$ cat config.mk
export PLATFORM = sky130hd
export DESIGN_NAME = tp_tap_encoder
export DESIGN_NICKNAME = d
export VERILOG_FILES = /design/src/rtl/tp_tap_encoder.sv
export SDC_FILE = /design/constraint.sdc
export NUM_CORES = 1
export LEC_CHECK = 0
export ABC_AREA = 0
export CORE_MARGIN = 2
export CORE_UTILIZATION = 40
export DETAILED_ROUTE_END_ITERATION = 12
export PLACE_DENSITY_LB_ADDON = 0.1
export SLEW_MARGIN = 20
export SYNTH_ARGS = -nofsm -noshare
export SYNTH_HDL_FRONTEND = slang
export SYNTH_SLANG_ARGS = --single-unit
$ cat constraint.sdc
create_clock -name clk -period 3.3 [get_ports clk]
set_input_delay 0.33 -clock clk [delete_from_list [all_inputs] [get_ports clk]]
set_output_delay 0.33 -clock clk [all_outputs]
set_load 0.01 [all_outputs]
$ cat src/rtl/tp_tap_encoder.sv
// tp_tap_encoder: debounced, clamped single-cycle tap events plus a debounced advance-key pulse
module tp_tap_encoder #(
    parameter int          PRESS_CYCLES    = 50000,
    parameter int          RELEASE_CYCLES  = 500000,
    parameter int          DEBOUNCE_CYCLES = 1000000,
    parameter int          H_RES           = 800,
    parameter int          V_RES           = 480,
    parameter logic [15:0] PARK_X          = 16'd0,
    parameter logic [15:0] PARK_Y          = 16'd0
) (
    input  logic        clk,
    input  logic        rst_n,
    input  logic        touch_valid,
    input  logic [15:0] raw_x,
    input  logic [15:0] raw_y,
    input  logic        key_n,
    output logic [15:0] tp_x_coord,
    output logic [15:0] tp_y_coord,
    output logic        tap_valid,
    output logic        move_on
);
    localparam logic [2:0] S_IDLE  = 3'd0;
    localparam logic [2:0] S_PRESS = 3'd1;
    localparam logic [2:0] S_TAP   = 3'd2;
    localparam logic [2:0] S_HELD  = 3'd3;
    localparam logic [2:0] S_REL   = 3'd4;

    if (PRESS_CYCLES < 2 || RELEASE_CYCLES < 2 || DEBOUNCE_CYCLES < 2) begin : g_bad
        $error("tp_tap_encoder: cycle parameters must be >= 2");
    end

    logic [2:0]  r_state, w_next;
    logic [31:0] r_cnt, w_cnt;
    logic [15:0] w_x, w_y;
    logic        w_tap;
    logic        r_key_s1, r_key_s2, r_key_deb, r_key_deb_d;
    logic [31:0] r_key_cnt;

    assign w_x   = (raw_x >= 16'(H_RES)) ? 16'(H_RES - 1) : raw_x;
    assign w_y   = (raw_y >= 16'(V_RES)) ? 16'(V_RES - 1) : raw_y;
    assign w_tap = (w_next == S_TAP);

    always_comb begin
        w_next = r_state;
        w_cnt  = r_cnt;
        case (r_state)
            S_IDLE: if (touch_valid) begin
                w_next = S_PRESS;
                w_cnt  = 32'd1;
            end
            S_PRESS: begin
                w_next = !touch_valid ? S_IDLE :
                         (r_cnt == 32'(PRESS_CYCLES - 1)) ? S_TAP : S_PRESS;
                w_cnt  = (w_next == S_PRESS) ? r_cnt + 32'd1 : 32'd0;
            end
            S_TAP: w_next = S_HELD;
            S_HELD: if (!touch_valid) begin
                w_next = S_REL;
                w_cnt  = 32'd1;
            end
            S_REL: begin
                w_next = touch_valid ? S_HELD :
                         (r_cnt == 32'(RELEASE_CYCLES - 1)) ? S_IDLE : S_REL;
                w_cnt  = (w_next == S_REL) ? r_cnt + 32'd1 : 32'd0;
            end
            default: begin
                w_next = S_IDLE;
                w_cnt  = 32'd0;
            end
        endcase
    end

    always_ff @(posedge clk or negedge rst_n) begin
        if (!rst_n) begin
            r_state    <= S_IDLE;
            r_cnt      <= 32'd0;
            tap_valid  <= 1'b0;
            tp_x_coord <= PARK_X;
            tp_y_coord <= PARK_Y;
        end else begin
            r_state    <= w_next;
            r_cnt      <= w_cnt;
            tap_valid  <= w_tap;
            tp_x_coord <= w_tap ? w_x : PARK_X;
            tp_y_coord <= w_tap ? w_y : PARK_Y;
        end
    end

    // key level is accepted only after it differs from the debounced level for the full window
    always_ff @(posedge clk or negedge rst_n) begin
        if (!rst_n) begin
            r_key_s1    <= 1'b1;
            r_key_s2    <= 1'b1;
            r_key_deb   <= 1'b1;
            r_key_deb_d <= 1'b1;
            r_key_cnt   <= 32'd0;
            move_on     <= 1'b0;
        end else begin
            r_key_s1    <= key_n;
            r_key_s2    <= r_key_s1;
            r_key_deb_d <= r_key_deb;
            move_on     <= r_key_deb_d & ~r_key_deb;
            if (r_key_s2 == r_key_deb) begin
                r_key_cnt <= 32'd0;
            end else if (r_key_cnt == 32'(DEBOUNCE_CYCLES - 1)) begin
                r_key_deb <= r_key_s2;
                r_key_cnt <= 32'd0;
            end else begin
                r_key_cnt <= r_key_cnt + 32'd1;
            end
        end
    end
endmodule
==> Word level (Yosys, flattened, before mapping) <==
Index checks and enable logic that the tools add are counted.
{ "word_totals": {"in_bits": 36, "wordCells": 53, "output_inout_bits": 34, "latch_bits": 0, "n_memories": 0, "ram_bits": 0, "reg_bits": 105, "rom_bits": 0} }
{ "op_classes": {"n_div": 0, "eq_ne": 13, "mul": 0, "bitwise_logic": 4, "n_reduce_logical": 3, "order_cmp": 2, "mux": 18, "n_shift": 0, "add_sub_neg": 2} }
{ "op_table": {"columns": ["cell", "count"], "rows": [
  ["two-way mux 32 bit", 6],
  ["case mux 32 bit (5 select lines)", 1],
  ["adder 32 x 1 -> 32 bit (second input constant)", 2],
  ["two-way mux 16 bit", 4],
  ["equality test 32 x 16 -> 1 bit (second input constant)", 1],
  ["equality test 32 x 19 -> 1 bit (second input constant)", 1],
  ["equality test 32 x 20 -> 1 bit (second input constant)", 1],
  ["greater-or-equal comparator 16 x 10 -> 1 bit (second input constant)", 1],
  ["greater-or-equal comparator 16 x 9 -> 1 bit (second input constant)", 1],
  ["case mux 3 bit (5 select lines)", 1],
  ["two-way mux 3 bit", 4],
  ["equality test 3 x 2 -> 1 bit (second input constant)", 3],
  ["equality test 3 bit (second input constant)", 2],
  ["two-way mux 2 bit", 2],
  ["!= test 2 bit (second input constant)", 2],
  ["equality test 3 x 1 -> 1 bit (second input constant)", 1],
  ["logical NOT 3 bit", 1],
  ["NOT 1 bit", 3],
  ["AND reduction 3 bit", 1],
  ["equality test 2 x 1 -> 1 bit (second input constant)", 1],
  ["AND reduction 2 bit", 1],
  ["AND 1 bit", 1],
  ["equality test 1 bit", 1]
]} }

==> Depth between registers and ports, before layout <==
Gate-level depths: netlist of the first run.
{ "depth": {"depth_word": 6, "ltp_mapped": 7, "mapped_depth_nobuf": 6} }

==> Worst setup path before layout of the first run <==
No wires, ideal clock.
{ "synth_path": {"path_type": "register to register", "start": "reg r_cnt[0]", "end": "reg r_cnt[20]", "period_less_slack_ns": 1.883, "required_time_ns": 3.213, "path_slack_ns": 1.417, "path_buffers": 1, "setup_ns": 0.087, "path_stages_with_launch": 8, "t_arrival_ns": 1.796, "cell_sequence": "dfrtp_1 ha_1 and4_1 and4_1 a21oi_1 clkbuf_1 o21bai_1 a22oi_1"} }
{ "synth_between": {"elab_chain_len": 6, "word_cells_on_any_way": 12, "cone_classes": "add/sub (1); eq/ne (4); mux (7)"} }
{ "synth_rtl": {"columns": ["item", "line", "text"], "rows": [
  ["start: declaration", "33", "logic [31:0] r_cnt, w_cnt;"],
  ["start signal: assignment", "82", "r_cnt <= w_cnt;"],
  ["branches (longest 5 deep; another with adder 32 x 1 -> 32 bit)", null, null],
  ["case mux 32 bit (5 select lines) (*)", "46", "case (r_state)"]
]} }
Every way passes the cells marked *.
A chain may end at the register's enable or synchronous reset.

==> Worst setup path after layout of the first run <==
{ "layout_path": {"start": "reg r_cnt[11]", "end": "reg r_cnt[29]"} }
The elaborated chain is that of the path after synthesis.

==> impl_metrics.ini, run 1 <==
[place]
place.gp.congestion = 0.794
dp_cells = 728
port_buffers = 69
detailed_place_hpwl_um = 7530

[cts]
numClockSinks = 105
tritoncts = built
h-tree-depth = 3
clk_pin_slew_ns = 0.08
clk_path_buf_depth = 2
ctsResizeCount = 0
clkLatencyLatePin_ns = 0.36
postCtsSetupBuffers = 0
hold_buffers = 0
cts_root_buf = clkbuf_16
numCtsBuffers = 9

[synth]
synth_xor_area_share_pct = 8.82
syn_avg_cell_area_um2 = 10.1
synth-edff-count = 0
syn-cell-area_um2 = 4970
synth_area_leaders = dfrtp_1 (51%), xor2_1 (6.0%), nand4_1 (4.7%)
ys.flop_type = dfrtp_1
synth-adder-area-share_pct = 0.504
yosys.area_share.simple_pct = 26.1
synth_cells = 493
yosys.area.top_type_share_pct = 50.9
yosysSeqAreaShare_pct = 53.0
synthMuxAreaShare_pct = 0.227
yosys.area.top_type = dfrtp_1
ys_types = 47
synth_top_family_by_area = simple AND/OR/NAND/NOR gates
async_reset_ff_share_pct = 100
ys_seq_elements = 105
yosysWarnings = 0
synth_compound_area_share_pct = 8.61

[power_and_ir_drop]
vdd_drop_max_v = 0.000408
switching_power_mw = 0.619
switching_share_pct = 24.2
comb_power_share_pct = 6.8
power_frac_seq_pct = 51.9
power.internal_mw = 1.94
p_per_area_nw_per_um2 = 412
clockPowerShare_pct = 41.3
leakage_nw = 2.62

[layout]
fillers = 1119
final_cells = 744
drive_gt1_share_pct = 6.60
area_growth_pct = 25.0
diodes = 0
nets = 609

[die]
fp.dieW_um = 115
initial_core_util_pct = 41.2
core_area_um2 = 12100
die_h_um = 115
dieArea_um2 = 13300
rows = 40
io_pins = 70

[drt]
viasPerCell = 5.28
first_pass_iters = 4
wl_per_cell_um = 14.5
drt_iter0_drc = 242
remaining_drc_errors = 0
wl_um = 10800
antenna_left = 0
via_count = 3929

[timing]
worstMarginPinSlew_ns = 0.739
hold_viol = 0
rsz0062_at_grt = no
post-route-period-util_pct = 72.0
layout_min_cycle_time_ns = 2.38
setup_viol = 0
hold_slack_ns = 0.0269
fin_tns_setup_ns = 0
drv_slew = 0
clock.fmax_mhz = 421
relSlewSlack_pct = 50.6
skew_ns = 0.00841

[global_routing]
antenna_found_initial = 0
gr-total-overflow = 0
grt_pass1_vias = 3879
grt_pass1_wl_um = 18800
grt_max_degree = 58
grt_usage_pct = 18.1

[setup_path]
cp-start-kind = flop
worst-setup-path-type = reg2reg
path_max_fanout = 17
arrival_ns = 2.60
required_ns = 3.52
crit_path_end_kind = flop

[run_status]
status = complete, no violations

[run]
maxCapViolCount = 0

[worst_hold_path]
hold_path_class = in2async
[per-layer routing]
| layer | wire [µm] | GRT usage (%) |
|---|---|---|
| met3 | 340 | 4.97 |
| met4 | 190 | 7.07 |
| met5 | 0 | 0 |
| met2 | 5580 | 30.0 |
| met1 | 4720 | 22.6 |
[cell usage after synthesis, types with 4 or more instances]
cell	instances
buf_2	6
nor2_1	48
and2_1	4
nor2b_1	6
xor2_1	34
dfrtp_1	101
nand3_1	23
nand4_1	37
xnor2_1	16
a21oi_1	23
or3_1	4
o21ai_0	8
a22oi_1	4
nor4b_1	4
o21a_1	16
nor3_1	12
dfstp_2	4
clkbuf_1	15
nor4_1	19
inv_1	12
nand2_1	36
o22ai_1	6
and4_1	7
and3_1	17
[power by group through the flow]
stage	Sequential [mW]	Clock, mW	Combinational (mW)
5_1_grt	1.33	1.15	0.197
2_1_floorplan	1.35	0	0.0636
4_1_cts	1.33	1.10	0.178
3_5_place_dp	1.35	0	0.178
3_3_place_gp	1.35	0	0.176
6_report	1.33	1.06	0.175
[through the flow]
step | total power, mW | util, % | instance area, µm² | setup WS, ns
floorplan | 1.42 | - | 5010 | 1.42
global placement | 1.53 | 49.0 | 5910 | 0.919
detailed placement | 1.53 | 49.0 | 5910 | 0.883
CTS | 2.60 | 51.5 | 6210 | 0.946
global route | 2.67 | 51.5 | 6210 | 0.768
finish | 2.56 | 51.5 | 6210 | 0.924
[final cells by class]
cell class	instances	area (µm²)	share of cell area, %
inverters	12	45.0	0.725
well taps	168	210	3.38
multi-input cells	367	2250	36.2
flip-flops and latches	105	2630	42.4
repair buffers	76	778	12.5
clock inverters	6	57.6	0.927
clock buffers	10	239	3.85
[registers in the layout (all words and copies together) (netlist names), 3 cells and up]
register,cells
r_state,3
r_cnt,32
tp_x_coord,16
tp_y_coord,16
r_key_cnt,32
[kinds of logic after synthesis]
kind of cell	count (synthesis)
buffers and inverters	33
flip-flops	105
AO/OA/AOI/OAI	67
AND/OR/NAND/NOR	234
multiplexers	1
XOR/XNOR	50
adder cells (fa/ha/maj)	2
other	1
[placed cells by master (no fill, tap or decap), drive strengths merged, types with 7 or more instances in the layout]
cell / Yosys / final
conb: 1 / 13
nand4: 38 / 38
xor2: 34 / 34
and4: 7 / 7
a21oi: 23 / 23
clkdlybuf4s50: 0 / 68
xnor2: 16 / 16
nor2: 49 / 49
o21ai: 8 / 8
dfrtp: 101 / 101
buf: 6 / 8
clkbuf: 15 / 10
nor4: 21 / 21
nand2: 36 / 36
nor3: 14 / 14
and3: 17 / 17
o21a: 16 / 16
inv: 12 / 15
nand3: 24 / 24
[critical path, stage by stage, from the launching register on]
cell and delay [ns]:
dfrtp_1 0.44, nor4b_1 0.58, nand4_1 0.17, o21ba_2 0.33
nor2_2 0.42, buf_12 0.21, a22oi_1 0.09
[worst paths after layout]
kind	slack, ns	endpoint	startpoint	cells past startpoint
setup / recovery	0.92	r_cnt[29]	r_cnt[11]	6
setup reg to reg	0.92	r_cnt[29]	r_cnt[11]	6
hold / removal	0.03	tp_x_coord[15]	rst_n	1
hold reg to reg	0.36	r_key_s2	r_key_s1	0
max in group asynchronous	2.50	r_key_s1	rst_n	2
min in group clk	0.36	r_key_s2	r_key_s1	0
No activity file was read; power rests on OpenSTA's default activity.
==> run 2, diff against run 1 <==
clock period = 2.1 ns   (was 3.3 ns; I/O delays follow)
==> impl_metrics.ini, run 2 (synthesis results as in run 1) <==
[run_status]
status = complete, no violations

[timing]
layout_min_cycle_time_ns = 1.98
relSlewSlack_pct = 61.0
fin_tns_setup_ns = 0
skew_ns = 0.00683
post-route-period-util_pct = 94.4
worstMarginPinSlew_ns = 0.577
rsz0062_at_grt = no
clock.fmax_mhz = 504
setup_viol = 0
drv_slew = 0
hold_viol = 0

[drt]
wl_um = 11100
viasPerCell = 5.17
remaining_drc_errors = 0
wl_per_cell_um = 14.3
first_pass_iters = 4
via_count = 4008
drt_iter0_drc = 297
antenna_left = 0

[power_and_ir_drop]
leakage_nw = 2.77
p_total_mw = 4.03
vdd_drop_max_v = 0.000540
p_per_area_nw_per_um2 = 625

[setup_path]
startpoint = r_cnt[12]
max_stage_delay_ns = 0.53
arrival_ns = 2.21
slowest_stage = nor4b_1
required_ns = 2.33
reg2regPathDepth = 6
cp-start-kind = flop
worstPathCellList = nor4b_1, nand4_1, o21ba_2, nor2_2, buf_4, o211ai_1
endpoint = r_cnt[3]
path_max_fanout = 12
r2r_slack_ns = 0.12
r2r-start = r_cnt[12]
worst-setup-path-type = reg2reg
rr_endpoint = r_cnt[3]
crit_path_end_kind = flop

[cts]
numCtsBuffers = 9
cts_root_buf = clkbuf_16
tritoncts = built
clk_path_buf_depth = 2
clkLatencyLatePin_ns = 0.35
numClockSinks = 105
clk_pin_slew_ns = 0.07
h-tree-depth = 3

[die]
io_pins = 70
die_h_um = 115
dieArea_um2 = 13300
initial_core_util_pct = 41.2
rows = 40
core_area_um2 = 12100
fp.dieW_um = 115

[global_routing]
grt_util_met1_pct = 23.4
grt_pass1_wl_um = 19400
grt_usage_pct = 18.4
top_usage_layer = met2
grt_max_degree = 45
gr-total-overflow = 0
met2_usage_pct = 31.1
grt_use_met3_pct = 4.97
antenna_found_initial = 0
grt_pass1_vias = 4045

[place]
port_buffers = 69
place.gp.congestion = 0.823
dp_cells = 758
detailed_place_hpwl_um = 7930

[layout]
area_growth_pct = 29.7
fin_util_pct = 53.4
nets = 640
final_cells = 775
top_regs = r_cnt: 32 flops, r_key_cnt: 32 flops
final_cell_mix = dfrtp_1 (101), clkdlybuf4s50_1 (68), nor2_1 (48), nand4_1 (37)
diodes = 0
drive_gt1_share_pct = 11.5
mostFrequentLayoutCell = dfrtp_1

[worst_hold_path]
hold_path_class = in2reg

[run]
maxCapViolCount = 0
run 2: cell count changes in the layout (fill, tap and decap cells not counted):
cell,previous run,this run
inv_8,2,1
a21oi_1,23,22
nor4_2,1,2
nor4_1,19,18
inv_6,1,2
clkinv_4,3,1
dlygate4sd3_1,0,1
clkbuf_8,1,2
buf_4,5,36
buf_12,3,2
a21oi_2,0,1
clkinvlp_4,0,1
run 2: worst max-delay path, delay by kind of cell (launching register included):
family | cells | cell delay, ns
DFF | 1 | 0.45
buffers and inverters | 1 | 0.21
and+or+nand+nor | 3 | 0.81
AOI/OAI and AO/OA | 2 | 0.40
run 2: worst min path at each step:
stage	start	to	slack, ns	cells after the start
floorplan	rst_n	move_on	-0.09	0
global placement	rst_n	tp_x_coord[14]	0.25	1
detailed placement	rst_n	tp_x_coord[14]	0.25	1
CTS	key_n	r_key_s1	0.24	1
global route	key_n	r_key_s1	0.26	1
finish	key_n	r_key_s1	0.27	1
run 2: metal layers:
metal,vias to the layer above,part of all wire (%)
met5,-,0
met4,0,1.0
met3,8,3.6
met2,50,51
met1,1978,44
li1,1972,-
run 2: report_power, final:
| group | leakage [nW] | switching [mW] | internal, mW |
|---|---|---|---|
| registers | 1.41 | 0.0271 | 2.06 |
| logic | 1.21 | 0.156 | 0.148 |
| clock network | 0.145 | 0.751 | 0.888 |
run 2: layout make-up:
cell class | count | area (µm²)
Clock buffer | 11 | 253
Clock inverter | 5 | 45.0
Fill cell | 1071 | 5620
Inverter | 12 | 45.0
Multi-Input combinational cell | 367 | 2260
Sequential cell | 105 | 2630
Tap cell | 168 | 210
Timing Repair Buffer | 107 | 1000
run 2: through the flow:
stage	instance area (µm²)	hold WS (ns)	worst slack [ns]
after floorplan	5010	-0.0856	0.217
final	6440	0.265	0.117
after global routing	6440	0.265	0.0316
after global placement	6130	0.249	0.0562
after detailed placement	6130	0.250	0.0291
after CTS	6430	0.244	0.0948
run 2: what timing repair did:
item / 4_1_cts / 5_1_grt
endpoints found under the setup margin: 0 / 2
hold buffers: 1 / 0
endpoints found under the hold margin: 40 / 0
resized for setup: 0 / 2
buffers inserted: 0 / 0
